## src/rtl/serial_tx.sv

```systemverilog
// Framed parallel-in/serial-out transmitter: start(0), data LSB first, optional even parity, stop(1).
// Define TX_PARITY_EN to insert the parity bit between the data bits and the stop bit.
module serial_tx #(
  parameter int unsigned DATA_WIDTH   = 8,
  parameter int unsigned CLKS_PER_BIT = 4
) (
  input  logic                  clock,
  input  logic                  reset_n,
  input  logic [DATA_WIDTH-1:0] tx_data,
  input  logic                  tx_valid,
  output logic                  tx_ready,
  output logic                  tx_serial,
  output logic                  tx_busy
);

  localparam int unsigned BaudW = (CLKS_PER_BIT > 1) ? $clog2(CLKS_PER_BIT) : 1;
  localparam int unsigned BitW  = $clog2(DATA_WIDTH + 1);
  localparam logic [BaudW-1:0] BaudLast = BaudW'(CLKS_PER_BIT - 1);
  localparam logic [BitW-1:0]  BitLast  = BitW'(DATA_WIDTH - 1);

`ifdef TX_PARITY_EN
  typedef enum logic [2:0] {StIdle, StStart, StData, StParity, StStop} state_e;
`else
  typedef enum logic [2:0] {StIdle, StStart, StData, StStop} state_e;
`endif

  state_e                state_q, state_d;
  logic [BaudW-1:0]      baud_q, baud_d;
  logic [BitW-1:0]       bit_q, bit_d;
  logic [DATA_WIDTH-1:0] shift_q, shift_d;
  logic                  serial_q, serial_d;
  logic                  ready_q, ready_d;
  logic                  busy_q, busy_d;
  logic                  baud_wrap;
`ifdef TX_PARITY_EN
  logic                  parity_q, parity_d;
`endif

  assign baud_wrap = (baud_q == BaudLast);

  always_comb begin
    state_d  = state_q;
    baud_d   = baud_q;
    bit_d    = bit_q;
    shift_d  = shift_q;
    serial_d = serial_q;
    ready_d  = ready_q;
    busy_d   = busy_q;
`ifdef TX_PARITY_EN
    parity_d = parity_q;
`endif
    unique case (state_q)
      StIdle: begin
        if (tx_valid && ready_q) begin
          state_d  = StStart;
          shift_d  = tx_data;
`ifdef TX_PARITY_EN
          parity_d = ^tx_data;
`endif
          serial_d = 1'b0;
          ready_d  = 1'b0;
          busy_d   = 1'b1;
          baud_d   = '0;
          bit_d    = '0;
        end
      end
      StStart: begin
        if (baud_wrap) begin
          baud_d   = '0;
          state_d  = StData;
          serial_d = shift_q[0];
          shift_d  = shift_q >> 1;
        end else begin
          baud_d = baud_q + 1'b1;
        end
      end
      StData: begin
        if (baud_wrap) begin
          baud_d = '0;
          if (bit_q == BitLast) begin
            bit_d    = '0;
`ifdef TX_PARITY_EN
            state_d  = StParity;
            serial_d = parity_q;
`else
            state_d  = StStop;
            serial_d = 1'b1;
`endif
          end else begin
            bit_d    = bit_q + 1'b1;
            serial_d = shift_q[0];
            shift_d  = shift_q >> 1;
          end
        end else begin
          baud_d = baud_q + 1'b1;
        end
      end
`ifdef TX_PARITY_EN
      StParity: begin
        if (baud_wrap) begin
          baud_d   = '0;
          state_d  = StStop;
          serial_d = 1'b1;
        end else begin
          baud_d = baud_q + 1'b1;
        end
      end
`endif
      StStop: begin
        if (baud_wrap) begin
          baud_d  = '0;
          state_d = StIdle;
          ready_d = 1'b1;
          busy_d  = 1'b0;
        end else begin
          baud_d = baud_q + 1'b1;
        end
      end
      default: begin
        state_d  = StIdle;
        serial_d = 1'b1;
        ready_d  = 1'b1;
        busy_d   = 1'b0;
      end
    endcase
  end

  always_ff @(posedge clock or negedge reset_n) begin
    if (!reset_n) begin
      state_q  <= StIdle;
      baud_q   <= '0;
      bit_q    <= '0;
      shift_q  <= '0;
      serial_q <= 1'b1;
      ready_q  <= 1'b1;
      busy_q   <= 1'b0;
`ifdef TX_PARITY_EN
      parity_q <= 1'b0;
`endif
    end else begin
      state_q  <= state_d;
      baud_q   <= baud_d;
      bit_q    <= bit_d;
      shift_q  <= shift_d;
      serial_q <= serial_d;
      ready_q  <= ready_d;
      busy_q   <= busy_d;
`ifdef TX_PARITY_EN
      parity_q <= parity_d;
`endif
    end
  end

  assign tx_ready  = ready_q;
  assign tx_serial = serial_q;
  assign tx_busy   = busy_q;

endmodule

```

## config.mk

```make
export PLATFORM = sky130hd
export DESIGN_NAME = serial_tx
export DESIGN_NICKNAME = d
export VERILOG_FILES = /design/src/rtl/serial_tx.sv
export SDC_FILE = /design/constraint.sdc
export NUM_CORES = 1
export LEC_CHECK = 0
export BUFFER_PORTS_ARGS = -buffer_cell sky130_fd_sc_hd__buf_2
export CAP_MARGIN = 0
export CELL_PAD_IN_SITES_DETAIL_PLACEMENT = 0
export CELL_PAD_IN_SITES_GLOBAL_PLACEMENT = 1
export CORE_MARGIN = 2
export CORE_UTILIZATION = 30
export DETAILED_ROUTE_END_ITERATION = 7
export MAX_ROUTING_LAYER = met4
export PLACE_DENSITY_LB_ADDON = 0.2
export SLEW_MARGIN = 20
export SYNTH_ARGS = -nofsm -noshare
export SYNTH_HDL_FRONTEND = slang
export SYNTH_SLANG_ARGS = --single-unit
export TNS_END_PERCENT = 20
```

## constraint.sdc

```tcl
create_clock -name clock -period 2.2 [get_ports clock]
set_clock_uncertainty 0.15 [all_clocks]
set_input_delay 0.33 -clock clock [delete_from_list [all_inputs] [get_ports clock]]
set_output_delay 0.33 -clock clock [all_outputs]
set_load 0.03 [all_outputs]
```

# Yosys cells after proc, flatten, opt, wreduce, memory -nomap -nowiden
# Index checks and enable logic that the tools add are counted.
# word_totals
register_bits	20
latchBits	0
ram_bits	0
rom_bits	0
wordCells	63
n_memories	0
# classes
add_sub_neg	2
multipliers	0
div_mod_pow	0
n_lt_le_gt_ge	0
eq_ne	11
shifts	0
n_mux	28
bitwise_logic	2
n_reduce_logical	13
# op_table
op	n
8-bit two-way mux	4
8-bit one-hot mux with 3 select lines	1
3-bit two-way mux	5
4-bit two-way mux	3
2-bit != test (second input constant)	6
3-bit one-hot mux with 4 select lines	1
5-bit AND reduction	2
4-bit one-hot mux with 2 select lines	1
1-bit two-way mux	7
3-bit by 2-bit equality test with 1-bit output (second input constant)	2
1-bit one-hot mux with 3 select lines	2
3-bit AND reduction	2
4-bit by 1-bit adder with 4-bit output (second input constant)	1
4-bit by 3-bit equality test with 1-bit output (second input constant)	1
2-bit two-way mux	2
1-bit one-hot mux with 4 select lines	1
2-bit one-hot mux with 2 select lines	1
4-bit AND reduction	1
2-bit nonzero test	2
3-bit by 1-bit equality test with 1-bit output (second input constant)	1
3-bit logical NOT	1
3-bit nonzero test	1
3-bit OR reduction	1
2-bit by 1-bit adder with 2-bit output (second input constant)	1
other kinds (5)	6

# Depth between registers and ports, before layout
# Gate-level depths: netlist (run 1).
# logic_depth
depth_word	4
depth_mapped	7

# Worst setup path after synthesis (run 1)
# Ideal clock, no wire load.
# synth_timing
path_kind	register to register
startpoint	reg state_q[0]
endpoint	reg shift_q[1]
arrival_ns	1.666
required_ns	1.925
slack_ns	0.260
stages_incl_launch_ff	6
path_buffers	1
period_less_slack_ns	1.940
path_cell_list	dfrtp_1 > inv_1 > ha_1 > clkbuf_1 > mux2_2 > mux2_2
# synth_between
elab_chain_cells	3
# synth_rtl
element	line_no	rtl
start, declared	27	state_e state_q, state_d;
start signal, assigned	130	state_q <= StIdle;
start signal, assigned	141	state_q <= state_d;
3-bit by 2-bit equality test with 1-bit output (tied with other cells)	52	unique case (state_q)
2-bit != test (no line) / 3-bit nonzero test (equally long branches)	n/a	
5-bit AND reduction (no line)	n/a	
end signal, assigned	144	shift_q <= shift_d;
end, declared	30	logic [DATA_WIDTH-1:0] shift_q, shift_d;
# Several ways; a longest one is shown, not always the timed one.
# A chain may end at the register's enable or synchronous reset.

# Worst setup path after layout (run 1)
# layout_timing
startpoint	reg state_q[0]
endpoint	reg shift_q[6]
# Same word-level chain as after synthesis.

==> results of run 1 <==
-- cell type report --
cell class	count	share of cell area
Multi-Input combinational cell	78	0.479
Clock buffer	3	0.0309
Timing Repair Buffer	16	0.0674
Sequential cell	19	0.358
Tap cell	48	0.0449
Inverter	5	0.0140
Clock inverter	1	0.00562
-- metal layers --
metal  vias to the layer above  wire length [um]  global-route usage
met5                         -                 0                   -
met3                         2                71              0.0355
met4                         0                19              0.0332
met1                       396              1060               0.148
met2                         9              1110               0.198
li1                        415                 -                   -
-- final timing paths --
check	from	to	slack, ns	depth (start not counted)
max in group asynchronous	reset_n	tx_serial	1.18	2
worst max-delay path	state_q[0]	shift_q[6]	0.17	6
worst max register to register	state_q[0]	shift_q[6]	0.17	6
worst min-delay path	tx_valid	tx_ready	0.25	3
min in group asynchronous	reset_n	baud_q[1]	0.38	2
worst min register to register	shift_q[3]	shift_q[3]	0.36	1
-- critical path, delay by kind of cell (launching register included) --
kind,cells,cell delay (ns)
compound gates,3,0.58
flops,1,0.43
buf+inv,1,0.12
mux,1,0.39
fa+ha+maj,1,0.25
-- cell usage in the layout, fill, tap and decap left out, types with 3 or more instances in the layout --
| master | n |
|---|---|
| inv_1 | 5 |
| clkbuf_8 | 3 |
| o21ai_0 | 9 |
| dfrtp_1 | 17 |
| buf_2 | 13 |
| a31oi_1 | 3 |
| nor2b_1 | 4 |
| nor2_1 | 5 |
| ha_1 | 9 |
| nor3_1 | 3 |
| a21oi_1 | 3 |
| mux2_2 | 17 |
| nand2_1 | 8 |
-- power by group --
part | leakage, nW | internal [mW] | switching, mW | total [mW]
logic | 0.333 | 0.0127 | 0.0122 | 0.0248
clock network | 0.0217 | 0.128 | 0.133 | 0.261
registers | 0.248 | 0.349 | 0 | 0.349
total | 0.602 | 0.490 | 0.145 | 0.634
-- synth_stat cells, types with 2 or more instances --
cell and n:
nor2b_1 4, dfrtp_1 17, inv_1 5, o21ai_0 9
mux2_2 17, a31oi_1 3, a21oi_1 3, nand2_1 8
and3b_1 2, nor3_1 3, nor2_1 5, nand3b_1 2
dfstp_2 2, ha_1 9
-- logic make-up (layout without fill, tap and decap cells) --
logic type	count (synthesis)	in the layout	share of synthesized area
mux	17	17	0.163
flops	19	19	0.408
simple gates	28	28	0.127
compound gates	24	24	0.160
buf+inv	9	25	0.0459
fa+ha+maj	9	9	0.0961
-- through the flow --
| stage | worst slack, ns | hold slack, ns |
|---|---|---|
| after floorplan | 0.260 | -0.116 |
| after global placement | 0.199 | 0.162 |
| after detailed placement | 0.166 | 0.154 |
| after CTS | 0.150 | 0.242 |
| after global routing | 0.0258 | 0.272 |
| final | 0.170 | 0.247 |
-- sequential cells by signal (all words and copies together), names as in the netlist --
| signal | flops |
|---|---|
| state_q | 2 |
| baud_q | 2 |
| tx_ready | 1 |
| bit_q | 4 |
| tx_serial | 1 |
| shift_q | 8 |
| tx_busy | 1 |
-- what timing repair did --
action | CTS | global route
hold buffers | 1 | 0
setup buffers | 0 | 0
hold endpoints to repair | 17 | 0
==> metrics.yaml, run 1 <==
grt:
  grt_max_degree: 20
  grt_pass1_wl_um: 3930
  antenna_found_initial: 0
  track_usage: 0.121
  grt_pass1_vias: 850
  grt-ovfl-total: 0
pwr:
  ir_drop_v: 0.000214
  p_leak_nw: 0.602
  powerDensity_nw_per_um2: 475
  total_power_mw: 0.634
route:
  drt_iter0_markers: 55
  routed_via_density: 4.84
  wl_um: 2260
  drcViolationCount: 0
  vias: 822
  routedWlPerCell_um: 13.3
  first_pass_iters: 3
  ant_nets: 0
die:
  die_x_um: 66.5
  core_sq_um: 3720
  num_rows: 22
  design.die.area_sq_um: 4420
  dieHeight_um: 66.5
  io_pins: 14
  start_util: 0.315
cells_and_area:
  nets: 143
  stdcell_count: 170
  multiInputGateArea_sq_um: 641
  n_fill_cell: 384
  register_area_sq_um: 478
  final_core_util: 0.360
  syn2layout_area_growth_pct: 14.0
  diodes: 0
  design_area_sq_um: 1340
  drive_gt1_frac: 0.344
critical_path:
  critPathSlowestCell: "dfrtp_1"
  cp.arrival_ns: 2.03
  worst_setup_path_start_kind: "flip-flop"
  worstPathCellList: "inv_1 -> ha_1 -> a21bo_4 -> o21a_4 -> o311ai_4 -> mux2_2"
  crit_path_max_fanout: 8
  crit_path_end_kind: "flip-flop"
  cp.required_ns: 2.20
  crit_type: "flip-flop to flip-flop"
  slowest_delay_ns: 0.43
timing:
  maxSlewHeadroom: 0.664
  final-hold-violation-count: 0
  setup_viol: 0
  fmax_ghz: 0.493
  rsz0062_at_grt: "false"
  final_max_slew_viol_count: 0
  period_share: 0.923
  worst_pin_slew_ns: 0.503
  tns_ns: 0
  period_needed_ns: 2.03
yosys:
  async_flop_share: 1.00
  synth.area.top_cells: "dfrtp_1, mux2_2, ha_1"
  syn_nets: 126
  ys.flop_type: "dfrtp_1"
  ys.warnings.count: 0
  yosysTopAreaCell: "dfrtp_1"
  synth-seq-cells: 19
  syn-cell-area_sq_um: 1170
  synth_top_area_share: 0.363
  synth_cell_types: 31
  synth_edf_count: 0
  synth_area_per_cell_sq_um: 11.1
  synthCells: 106
  ys_seq_area_frac: 0.408
status:
  status: "finished clean"
job:
  maxCapViolCount: 0
clock_network:
  tritoncts: "yes"
  clk_latency_ns: 0.26
  clock_sinks: 19
  htree_levels: 1
  clkTransAtPathRegs_ns: 0.08
  numCtsBuffers: 3
  cts_root_buffer: "clkbuf_8"
  post_cts_resized: 0
  clock_path_buffers: 2
place:
  port_buffers: 13
  place_hpwl_um: 1730
  placed_area_sq_um: 1280
  dpl.cell_count: 165
  gp_congestion: 0.750
worst_hold_path:
  hold_class: "input pin to flip-flop"
Power figures use the tool's default switching activity.
==> run 2, diff against run 1 <==
--- a/config.mk
+++ b/config.mk
@@ -5,12 +5,13 @@
 export SDC_FILE = /design/constraint.sdc
 export NUM_CORES = 1
 export LEC_CHECK = 0
+export ABC_CLOCK_PERIOD_IN_PS = 2200
 export BUFFER_PORTS_ARGS = -buffer_cell sky130_fd_sc_hd__buf_2
 export CAP_MARGIN = 0
 export CELL_PAD_IN_SITES_DETAIL_PLACEMENT = 0
 export CELL_PAD_IN_SITES_GLOBAL_PLACEMENT = 1
 export CORE_MARGIN = 2
-export CORE_UTILIZATION = 30
+export CORE_UTILIZATION = 45
 export DETAILED_ROUTE_END_ITERATION = 7
 export MAX_ROUTING_LAYER = met4
 export PLACE_DENSITY_LB_ADDON = 0.2
==> metrics.yaml, run 2 (same netlist as run 1, synthesis figures left out) <==
die:
  die_x_um: 55.0  # -17%
  io_pins: 14  # unchanged
  dieHeight_um: 55.0  # -17%
  num_rows: 18  # -18%
  design.die.area_sq_um: 3030  # -32%
  core_sq_um: 2480  # -33%
  start_util: 0.473  # +0.158
critical_path:
  worst_setup_path_start_kind: "flip-flop"
  cp.required_ns: 2.26  # +0.06 ns
  crit_path_end_kind: "flip-flop"
  cp.arrival_ns: 2.10  # +0.07 ns
  crit_type: "flip-flop to flip-flop"
  crit_path_max_fanout: 8  # unchanged
cells_and_area:
  regMostFlops: "shift_q"
  drive_gt1_frac: 0.339  # -0.00542
  diodes: 0  # unchanged
  final_cell_mix: "mux2_2, dfrtp_1, buf_2, o21ai_0"
  n_fill_cell: 245  # -36%
  syn2layout_area_growth_pct: 9.71
  largestRegisters: "shift_q (8), bit_q (4)"
  final_core_util: 0.519  # +0.160
  largest_reg_flops: 8  # unchanged
  design_area_sq_um: 1290  # -3.7%
  nets: 142  # -0.70%
timing:
  period_share: 0.931  # +0.00847
  rsz0062_at_grt: "false"
  final-hold-violation-count: 0  # unchanged
  worst_pin_slew_ns: 0.496  # -0.00701 ns
  setup_viol: 0  # unchanged
  fmax_ghz: 0.488  # -0.91%
  final_max_slew_viol_count: 0  # unchanged
  period_needed_ns: 2.05  # +0.0186 ns
  maxSlewHeadroom: 0.668  # +0.00468
  tns_ns: 0  # unchanged
place:
  place_hpwl_um: 1640  # -5.0%
  gp_congestion: 0.757  # +0.92%
  placed_area_sq_um: 1250  # -2.4%
  port_buffers: 13  # unchanged
route:
  routedWlPerCell_um: 14.7  # +11%
  vias: 839  # +2.1%
  first_pass_iters: 4  # +1
  drt_iter0_markers: 5  # -91%
  drcViolationCount: 0  # unchanged
  wl_um: 2220  # -1.6%
  ant_nets: 0  # unchanged
  routed_via_density: 5.56  # +15%
pwr:
  p_leak_nw: 0.589  # -2.2%
  powerDensity_nw_per_um2: 436  # -8.1%
  ir_drop_v: 0.000327  # +53%
grt:
  grt_pass1_vias: 793  # -6.7%
  grt_max_degree: 20  # unchanged
  grt-ovfl-total: 0  # unchanged
  track_usage: 0.174  # +0.0525
  grt_pass1_wl_um: 3570  # -9.0%
  antenna_found_initial: 0  # unchanged
clock_network:
  tritoncts: "yes"
  clock_sinks: 19  # unchanged
  clkTransAtPathRegs_ns: 0.11  # +0.03 ns
  clk_latency_ns: 0.31  # +0.05 ns
  numCtsBuffers: 3  # unchanged
  clock_path_buffers: 2  # unchanged
  cts_root_buffer: "clkbuf_4"
  htree_levels: 1  # unchanged
worst_hold_path:
  hold_class: "input pin to flip-flop"
status:
  status: "finished clean"
job:
  maxCapViolCount: 0  # unchanged
[run 2: changes by cell type in the layout (fill, tap and decap cells not counted)]
cell / previous run / this run
buf_4: 2 / 1
clkbuf_1: 0 / 1
clkinvlp_4: 1 / 0
ha_1: 9 / 8
clkbuf_8: 3 / 0
clkbuf_4: 0 / 3
ha_2: 0 / 1
[run 2: final cells by class]
cell class                      count  area [sq um]  share of cell area
Sequential cell                    19           478               0.372
Clock buffer                        4          26.3              0.0204
Inverter                            5          18.8              0.0146
Multi-Input combinational cell     78           643               0.500
Tap cell                           30          37.5              0.0292
Timing Repair Buffer               15          82.6              0.0642
[run 2: where the power goes]
part	total (mW)	internal [mW]	leakage [nW]	switching, mW
clock	0.187	0.0709	0.0150	0.116
sequential	0.349	0.349	0.248	0
combinational	0.0245	0.0126	0.326	0.0119
[run 2: layer usage]
layer	vias to the layer above	track usage	wire, um
met5	-	-	0
met4	0	0.0732	40
met3	5	0.0323	67
met2	14	0.300	1110
met1	409	0.198	1010
li1	411	-	-
[run 2: worst max-delay path: stages, from the launching register on]
cell and delay (ns):
dfrtp_1 0.44, inv_1 0.13, ha_1 0.25, a21bo_4 0.28
o21a_4 0.14, o311ai_4 0.15, mux2_2 0.39
[run 2: repair_timing]
action,4_1_cts,5_1_grt
endpoints found under the setup margin,0,8
buffers inserted,0,0
resized for setup,0,1
hold buffers,1,0
endpoints found under the hold margin,17,0
[run 2: final timing paths]
path	startpoint	to	slack (ns)	depth (start not counted)
max	state_q[0]	shift_q[7]	0.15	6
min	tx_valid	tx_ready	0.19	3
max reg2reg	state_q[0]	shift_q[7]	0.15	6
min reg2reg	tx_busy	tx_busy	0.35	2
max in group asynchronous	reset_n	tx_ready	1.24	2
min in group asynchronous	reset_n	bit_q[2]	0.32	2
[run 2: stage by stage]
step / instances / setup slack [ns] / hold slack (ns) / total power [mW]
after global placement: 146 / 0.185 / 0.153 / 0.380
after floorplan: 106 / 0.260 / -0.116 / 0.363
after CTS: 151 / 0.0998 / 0.181 / 0.571
after global routing: 151 / 0.0369 / 0.209 / 0.583
after detailed placement: 146 / 0.113 / 0.156 / 0.380
final: 151 / 0.152 / 0.193 / 0.561
